`config.mk`:
```
export PLATFORM = sky130hd
export DESIGN_NAME = softex_slot_cache
export DESIGN_NICKNAME = d
export VERILOG_FILES = /design/src/rtl/softex_pkg.sv /design/src/rtl/lzc.sv /design/src/rtl/softex_slot_cache.sv
export SDC_FILE = /design/constraint.sdc
export NUM_CORES = 1
export LEC_CHECK = 0
export BUFFER_PORTS_ARGS = -buffer_cell sky130_fd_sc_hd__buf_2
export CAP_MARGIN = 15
export CORE_AREA = 2 2 190 192
export CTS_CLUSTER_SIZE = 40
export DETAILED_ROUTE_END_ITERATION = 10
export DIE_AREA = 0 0 192 194
export SLEW_MARGIN = 20
export SYNTH_ARGS = -nofsm -noshare
export SYNTH_HDL_FRONTEND = slang
export SYNTH_HIERARCHICAL = 1
export SYNTH_SLANG_ARGS = --single-unit
```
`constraint.sdc`:
```
create_clock -name clk_i -period 10.2 [get_ports clk_i]
set_input_delay 1.53 -clock clk_i [delete_from_list [all_inputs] [get_ports clk_i]]
set_output_delay 1.53 -clock clk_i [all_outputs]
set_load 0.03 [all_outputs]
```
`src/rtl/softex_pkg.sv`:
```
// Shared types for the softmax slot cache: slot layout, request/update ops,
// and the response FSM state encoding.
package softex_pkg;

  localparam int unsigned SLOT_ADDR_BITS  = 3;
  localparam int unsigned N_SLOTS_DEFAULT = 4;

  typedef enum logic {
    SLOT_ALLOC = 1'b0,
    SLOT_LOAD  = 1'b1
  } slot_req_kind_e;

  typedef enum logic {
    SLOT_UPDATE = 1'b0,
    SLOT_FREE   = 1'b1
  } slot_upd_kind_e;

  typedef enum logic {
    RSP_IDLE = 1'b0,
    RSP_RESP = 1'b1
  } rsp_state_e;

  typedef struct packed {
    logic [15:0] maximum;
    logic [31:0] denominator;
    logic        valid;
  } slot_t;

  typedef struct packed {
    slot_req_kind_e            op;
    logic [SLOT_ADDR_BITS-1:0] addr;
  } slot_req_op_t;

  typedef struct packed {
    slot_upd_kind_e            op;
    logic [SLOT_ADDR_BITS-1:0] addr;
    logic [15:0]               maximum;
    logic [31:0]               denominator;
  } slot_update_op_t;

endpackage

```
`src/rtl/lzc.sv`:
```
// Leading/trailing zero counter. MODE=0 counts trailing zeros, MODE=1 leading
// zeros; empty_o flags an all-zero input.
module lzc #(
  parameter int unsigned WIDTH     = 2,
  parameter bit          MODE      = 1'b0,
  parameter int unsigned CNT_WIDTH = (WIDTH > 1) ? $clog2(WIDTH) : 1
) (
  input  logic [WIDTH-1:0]     in_i,
  output logic [CNT_WIDTH-1:0] cnt_o,
  output logic                 empty_o
);

  always_comb begin
    cnt_o = '0;
    if (!MODE) begin
      // Scan downwards so the lowest set bit wins.
      for (int i = WIDTH - 1; i >= 0; i--) begin
        if (in_i[i]) cnt_o = CNT_WIDTH'(i);
      end
    end else begin
      for (int i = 0; i < WIDTH; i++) begin
        if (in_i[i]) cnt_o = CNT_WIDTH'(WIDTH - 1 - i);
      end
    end
    empty_o = ~|in_i;
  end

endmodule

```
`src/rtl/softex_slot_cache.sv`:
```
// Small flop-based cache of softmax running {maximum, denominator} slots with
// ALLOC/LOAD requests (registered response) and fire-and-forget UPDATE/FREE.
module softex_slot_cache
  import softex_pkg::*;
#(
  parameter int unsigned N_SLOTS = N_SLOTS_DEFAULT,
  parameter logic [15:0] MAX_RST = 16'hFF80
) (
  input  logic                      clk_i,
  input  logic                      rst_i,
  input  logic                      clear_i,
  input  logic                      req_valid_i,
  output logic                      req_ready_o,
  input  slot_req_op_t              req_op_i,
  output logic                      rsp_valid_o,
  input  logic                      rsp_ready_i,
  output logic [SLOT_ADDR_BITS-1:0] rsp_addr_o,
  output slot_t                     rsp_slot_o,
  output logic                      rsp_error_o,
  input  logic                      update_valid_i,
  input  slot_update_op_t           update_op_i,
  output logic [SLOT_ADDR_BITS:0]   n_free_o,
  output rsp_state_e                dbg_state_o
);

  localparam int unsigned CNT_W = (N_SLOTS > 1) ? $clog2(N_SLOTS) : 1;
  localparam logic [SLOT_ADDR_BITS:0] ONE      = (SLOT_ADDR_BITS + 1)'(1);
  localparam logic [SLOT_ADDR_BITS:0] N_SLOTS_W = (SLOT_ADDR_BITS + 1)'(N_SLOTS);
  localparam slot_t ALLOC_SLOT = '{maximum: MAX_RST, denominator: 32'h0, valid: 1'b1};

  slot_t                     slots_q   [N_SLOTS];
  slot_t                     slots_d   [N_SLOTS];
  slot_t                     slots_upd [N_SLOTS];
  rsp_state_e                state_q, state_d;
  logic [SLOT_ADDR_BITS-1:0] rsp_addr_q, rsp_addr_d;
  slot_t                     rsp_slot_q, rsp_slot_d;
  logic                      rsp_error_q, rsp_error_d;
  logic [SLOT_ADDR_BITS:0]   n_free_q, n_free_d;

  logic [N_SLOTS-1:0]        free_vec;
  logic [CNT_W-1:0]          lzc_cnt;
  logic                      lzc_empty;
  logic [SLOT_ADDR_BITS-1:0] alloc_idx;
  logic                      req_fire, alloc_ok, free_ok;
  slot_t                     load_slot;

  always_comb begin
    for (int i = 0; i < N_SLOTS; i++) free_vec[i] = !slots_q[i].valid;
  end

  // Searches pre-update state, so a slot freed this cycle is not yet eligible.
  lzc #(
    .WIDTH    (N_SLOTS),
    .MODE     (1'b0),
    .CNT_WIDTH(CNT_W)
  ) i_lzc (
    .in_i   (free_vec),
    .cnt_o  (lzc_cnt),
    .empty_o(lzc_empty)
  );

  // Handshake: a request transfers on req_valid_i && req_ready_o; a response
  // transfers on rsp_valid_o && rsp_ready_i and is held stable until then.
  // req_ready_o is high whenever the response register is empty or draining.
  always_comb begin
    req_ready_o = (state_q == RSP_IDLE) || rsp_ready_i;
    req_fire    = req_valid_i && req_ready_o;
    alloc_idx   = SLOT_ADDR_BITS'(lzc_cnt);
    alloc_ok    = req_fire && (req_op_i.op == SLOT_ALLOC) && !lzc_empty;
    free_ok     = 1'b0;

    // Updates land first so a same-cycle LOAD sees the written value.
    for (int i = 0; i < N_SLOTS; i++) begin
      slots_upd[i] = slots_q[i];
      if (update_valid_i && (update_op_i.addr == SLOT_ADDR_BITS'(i)) && slots_q[i].valid) begin
        if (update_op_i.op == SLOT_FREE) begin
          slots_upd[i].valid = 1'b0;
          free_ok            = 1'b1;
        end else begin
          slots_upd[i].maximum     = update_op_i.maximum;
          slots_upd[i].denominator = update_op_i.denominator;
        end
      end
    end

    load_slot = '0;
    for (int i = 0; i < N_SLOTS; i++) begin
      if (req_op_i.addr == SLOT_ADDR_BITS'(i)) load_slot = slots_upd[i];
    end

    for (int i = 0; i < N_SLOTS; i++) begin
      slots_d[i] = slots_upd[i];
      if (alloc_ok && (alloc_idx == SLOT_ADDR_BITS'(i))) slots_d[i] = ALLOC_SLOT;
    end

    n_free_d = n_free_q;
    if (alloc_ok) n_free_d = n_free_d - ONE;
    if (free_ok)  n_free_d = n_free_d + ONE;

    state_d     = state_q;
    rsp_addr_d  = rsp_addr_q;
    rsp_slot_d  = rsp_slot_q;
    rsp_error_d = rsp_error_q;
    if (req_fire) begin
      state_d = RSP_RESP;
      if (req_op_i.op == SLOT_ALLOC) begin
        rsp_error_d = lzc_empty;
        rsp_addr_d  = lzc_empty ? '0 : alloc_idx;
        rsp_slot_d  = lzc_empty ? '0 : ALLOC_SLOT;
      end else begin
        rsp_error_d = !load_slot.valid;
        rsp_addr_d  = req_op_i.addr;
        rsp_slot_d  = load_slot.valid ? load_slot : '0;
      end
    end else if (rsp_ready_i) begin
      state_d = RSP_IDLE;
    end

    if (clear_i) begin
      for (int i = 0; i < N_SLOTS; i++) begin
        slots_d[i]       = slots_q[i];
        slots_d[i].valid = 1'b0;
      end
      n_free_d    = N_SLOTS_W;
      state_d     = RSP_IDLE;
      rsp_addr_d  = '0;
      rsp_slot_d  = '0;
      rsp_error_d = 1'b0;
    end
  end

  always_ff @(posedge clk_i or posedge rst_i) begin
    if (rst_i) begin
      for (int i = 0; i < N_SLOTS; i++) slots_q[i] <= '0;
      state_q     <= RSP_IDLE;
      rsp_addr_q  <= '0;
      rsp_slot_q  <= '0;
      rsp_error_q <= 1'b0;
      n_free_q    <= N_SLOTS_W;
    end else begin
      for (int i = 0; i < N_SLOTS; i++) slots_q[i] <= slots_d[i];
      state_q     <= state_d;
      rsp_addr_q  <= rsp_addr_d;
      rsp_slot_q  <= rsp_slot_d;
      rsp_error_q <= rsp_error_d;
      n_free_q    <= n_free_d;
    end
  end

  assign rsp_valid_o = (state_q == RSP_RESP);
  assign rsp_addr_o  = rsp_addr_q;
  assign rsp_slot_o  = rsp_slot_q;
  assign rsp_error_o = rsp_error_q;
  assign n_free_o    = n_free_q;
  assign dbg_state_o = state_q;

endmodule

```
==> After elaboration in Yosys (flattened, before gate mapping) <==
Index checks and enable logic that the tools add are counted.
{ "word_totals": {"out_inout_bits": 60, "elab_cells": 111, "register_bits": 254, "input_bits": 62} }
{ "op_classes": {"reduce_logical": 28, "bitwise_logic": 2, "add_sub_neg": 2, "n_eq_ne": 9, "n_mux": 51} }
{ "op_table": {"columns": ["cell", "n"], "rows": [
  ["2-to-1 mux 49 bit", 17],
  ["2-to-1 mux 48 bit", 4],
  ["2-to-1 mux 148 bit", 1],
  ["2-to-1 mux 1 bit", 18],
  ["logical AND 1 bit", 15],
  ["equality test 3 x 2 -> 1 bit (second input constant)", 4],
  ["2-to-1 mux 4 bit", 3],
  ["2-to-1 mux 2 bit", 5],
  ["2-to-1 mux 3 bit", 3],
  ["equality test 3 x 1 -> 1 bit (second input constant)", 2],
  ["logical NOT 1 bit", 6],
  ["logical NOT 3 bit", 2],
  ["adder 4 x 1 -> 4 bit (second input constant)", 1],
  ["equality test 2 bit (second input constant)", 2],
  ["OR reduction 4 bit", 1],
  ["subtractor 4 x 1 -> 4 bit (second input constant)", 1],
  ["nonzero test 3 bit", 1],
  ["equality test 2 x 1 -> 1 bit (second input constant)", 1],
  ["logical NOT 2 bit", 1],
  ["NOT 1 bit", 2],
  ["nonzero test 2 bit", 1],
  ["logical OR 1 bit", 1]
]} }

==> Longest topological paths before layout <==
{ "logic_depth": {"depth_word": 12, "ltp_mapped": 11, "ltp_nobuf": 10} }

==> Hierarchy <==
The synthesis kept the hierarchy.
{ "modules_own_cells": {"columns": ["module", "cells_each", "seq_area_each_um2", "area_per_inst_um2", "instances"], "rows": [
  ["softex_slot_cache", 1077, 6357.3, 12160.4, 1],
  ["lzc", 6, 0.0, 36.3, 1]
]} }

==> Least setup slack after synthesis <==
Ideal clock, no wire load.
{ "synth_path": {"kind": "input-to-output", "from": "input port rsp_ready_i", "to": "output port req_ready_o", "t_required_ps": 8670, "arrival_time_ps": 1842, "path_stages": 2, "path_buffers": 1, "slack_ps": 6828, "path_cell_list": "nand2b_1 buf_2"} }
{ "synth_via": {"elab_chain_cells": 1} }
{ "synth_rtl": {"columns": ["item", "line_no", "text"], "rows": [
  ["start: declaration", "softex_slot_cache.sv:16", "input logic rsp_ready_i,"],
  ["logical OR 1 bit", "softex_slot_cache.sv:66", "req_ready_o = (state_q == RSP_IDLE) || rsp_ready_i;"],
  ["end: declaration", "softex_slot_cache.sv:13", "output logic req_ready_o,"]
]} }
Every way passes these cells.

==> Worst setup path in the final report <==
Same ends and word-level chain as after synthesis.

==> run metrics <==
fill count between 3,000 and 4,000; final setup violation count 0; vias per cell 5.940; Area Growth Syn to Fin 16.30%; Fin. Hold Viols 0; Synth Flop Type dfrtp_1; worst r2r path cells 9; number of global-route vias before repair 9,679; layout cells sized above 1 18.37%; clock skew 0.01539 ns; root buffer cell clkbuf_16; setup TNS 0 ns; crit path launch type input port; initial core utilization about a third; CTS Sinks 254; commonest cells after routing, fill and taps aside dfrtp_1, a22o_1, a21oi_1; Final min period 3.693 ns; post-CTS sizing 0; R2R setup slack 7.43 ns; Critical Setup Path Class input port to output pin; Worst Hold Launch rsp_addr_o[1]; FP Rows 69; Post-Syn Area per Cell 11.26 sq um; H-Tree Depth 1; worst min-delay path class flip-flop to flip-flop; Ys Warns 6; Overall Global Routing Usage around 20%; final wirelength roughly 37,000 microns; Slew Limit Fails 0; initial antenna violation count 3; Die Ht around 190 microns; Slew @ Worst Pin 1.114 ns; Synthesized Nets between 1,000 and 1,500; Max Root-Sink Buffers 3; Yosys reg bits 254; drc violations 0; Gate power share 7.3%; PortBufs between 100 and 150; fmax 270.8 MHz; CTS tree built; cell area power density ~170 nW/um^2; fin nets 1,217; Syn Std Cell Area 12,200 sq um; pin count of the biggest net entering global routing roughly 130; Hold Path Stages 1; switching power share of the total 23.83%; Die Area between 30,000 and 40,000 sq um; clock power share between 40% and 50%; Leak 6.632 nW; clock latency on the worst-skew pair 0.56 ns; RR Startpoint slots_q[98]; grt ovf 0; Setup crit end kind output pin; r2r endpoint slots_q[127]; CTS Hold Bufs 0; Mapped Cells 1,083; num ports 122; NetSw 0.5634 mW; Design Area, Final 14,180 sq um; asr flop ratio synth 100.0%; Worst IR Drop VDD 0.1104 mV; Required @ worst endpoint 8.67 ns; Die Wd 192 microns; sequential power share 44.2%; first-pass GRT wire length 58,260 microns; max-cap violations 0; commonest non-fill, non-tap cell in the layout dfrtp_1; Vias roughly 10,000; routed len/inst 22.67 microns; Layout Utilization 40.27%; core area 35,220 sq um; final total power 2.364 mW; Setup Buffers After CTS 0; Data arrival, critical path 2.16 ns; Slew HR between 20% and 30%; Synth cell types 62; number of CTS-inserted buffers 29; gpl congestion 0.7880; EDFF count, synth 0; RSZ-0062 raised after global routing false; status finished clean; final antenna-violating net count 0; post-detail-place hpwl 20,970 microns; Final period util between 30% and 40%; CTS clk-pin slew, worst paths 0.06 ns; drt initial violations around 750; Max FO, Critical Path 8; internal power 1.800 mW; DR pass1 iterations 5; Worst Hold Path EP rsp_addr_o[1]; placed cell areas 13,120 sq um; Seq/Total Area, Yosys 52.12%
per-layer routing:
metal | track usage (%) | vias up | wire [microns] | part of all wire (%)
met1 | 27.90 | 5025 | 16640 | 45
li1 | - | 4341 | - | -
met4 | 4.354 | 6 | 661 | 1.8
met5 | 0 | - | 39 | 0.11
met3 | 2.986 | 60 | 2104 | 5.7
met2 | 32.21 | 297 | 17690 | 48
how the worst max path moves through the flow:
| stage | start | to | slack (ns) | cells after the start |
|---|---|---|---|---|
| finish | rsp_ready_i | req_ready_o | 6.51 | 3 |
| global route | rsp_ready_i | req_ready_o | 6.43 | 3 |
| CTS | rsp_ready_i | req_ready_o | 6.51 | 3 |
| detailed placement | update_op_i[51] | rsp_slot_o[44] | 6.27 | 8 |
| global placement | update_op_i[51] | rsp_slot_o[40] | 6.32 | 8 |
| floorplan | rst_i | dbg_state_o | 1.69 | 1 |
cell usage after synthesis, types with 3 or more instances:
cell / number / area [sq um]
o221ai_1: 39 / 341.6
a21o_1: 45 / 337.8
nor3_1: 8 / 40.04
o22a_1: 33 / 289.0
or3_1: 5 / 31.28
o22ai_1: 44 / 275.3
buf_2: 31 / 155.2
inv_1: 11 / 41.29
o21ai_1: 9 / 45.04
clkbuf_1: 53 / 198.9
a22o_1: 156 / 1366
xnor2_1: 4 / 35.03
a211oi_1: 3 / 22.52
nand2_1: 31 / 116.4
a31oi_1: 3 / 18.77
a21oi_1: 133 / 665.6
o31ai_1: 3 / 22.52
buf_1: 5 / 18.77
buf_4: 12 / 90.09
nor2_1: 14 / 52.55
o21ai_0: 11 / 55.05
nand3_1: 10 / 50.05
nand2b_1: 5 / 31.28
and3_1: 6 / 37.54
o32ai_1: 3 / 26.28
a22oi_1: 6 / 45.04
dfrtp_1: 253 / 6331
o21a_1: 4 / 30.03
mux2i_1: 101 / 1011
stage by stage:
stage | cells | setup WS, ns | hold WS [ns]
2_1_floorplan | 1083 | 1.687 | 0.4593
6_report | 1638 | 6.507 | 0.4731
3_5_place_dp | 1583 | 6.271 | 0.4599
3_3_place_gp | 1583 | 6.324 | 0.4578
5_1_grt | 1637 | 6.435 | 0.4956
4_1_cts | 1637 | 6.505 | 0.4744
cell families (layout without fill, tap and decap cells):
group,count (synthesis),after routing,synth area share [%]
compound gates,501,501,29.69
flops,254,254,52.12
buf+inv,114,207,4.257
mux,103,103,8.658
simple gates,103,103,4.637
xor+xnor,6,6,0.4309
fa+ha+maj,2,2,0.2051
other cells,0,1,0
critical path, cell delays in order:
cell and delay, ns:
buf_2 0.07, nand2b_1 0.28, buf_2 0.28
power by group through the flow:
stage | registers (mW) | clock network [mW] | logic (mW)
finish | 1.05 | 1.15 | 0.172
global route | 1.05 | 1.21 | 0.190
CTS | 1.05 | 1.17 | 0.174
detailed placement | 1.06 | 0 | 0.173
global placement | 1.06 | 0 | 0.170
floorplan | 1.07 | 0 | 0.0993
registers in the layout, indices dropped and copies added (netlist names):
signal and count:
dbg_state_o 1, n_free_o 4, rsp_slot_o 49, rsp_addr_o 3
slots_q 196, rsp_error_o 1
area by class of cell:
class	instances	area, sq um	share of cell area, %
clock inverter	17	244.0	1.720
multi-input combinational	715	5380	37.93
antenna	1	2.502	0.01764
inverter	12	52.55	0.3705
tap	461	576.8	4.066
timing repair buffer	141	755.7	5.328
clock buffer	37	815.8	5.751
sequential	254	6357	44.82
(Power assumes the default switching activity.)
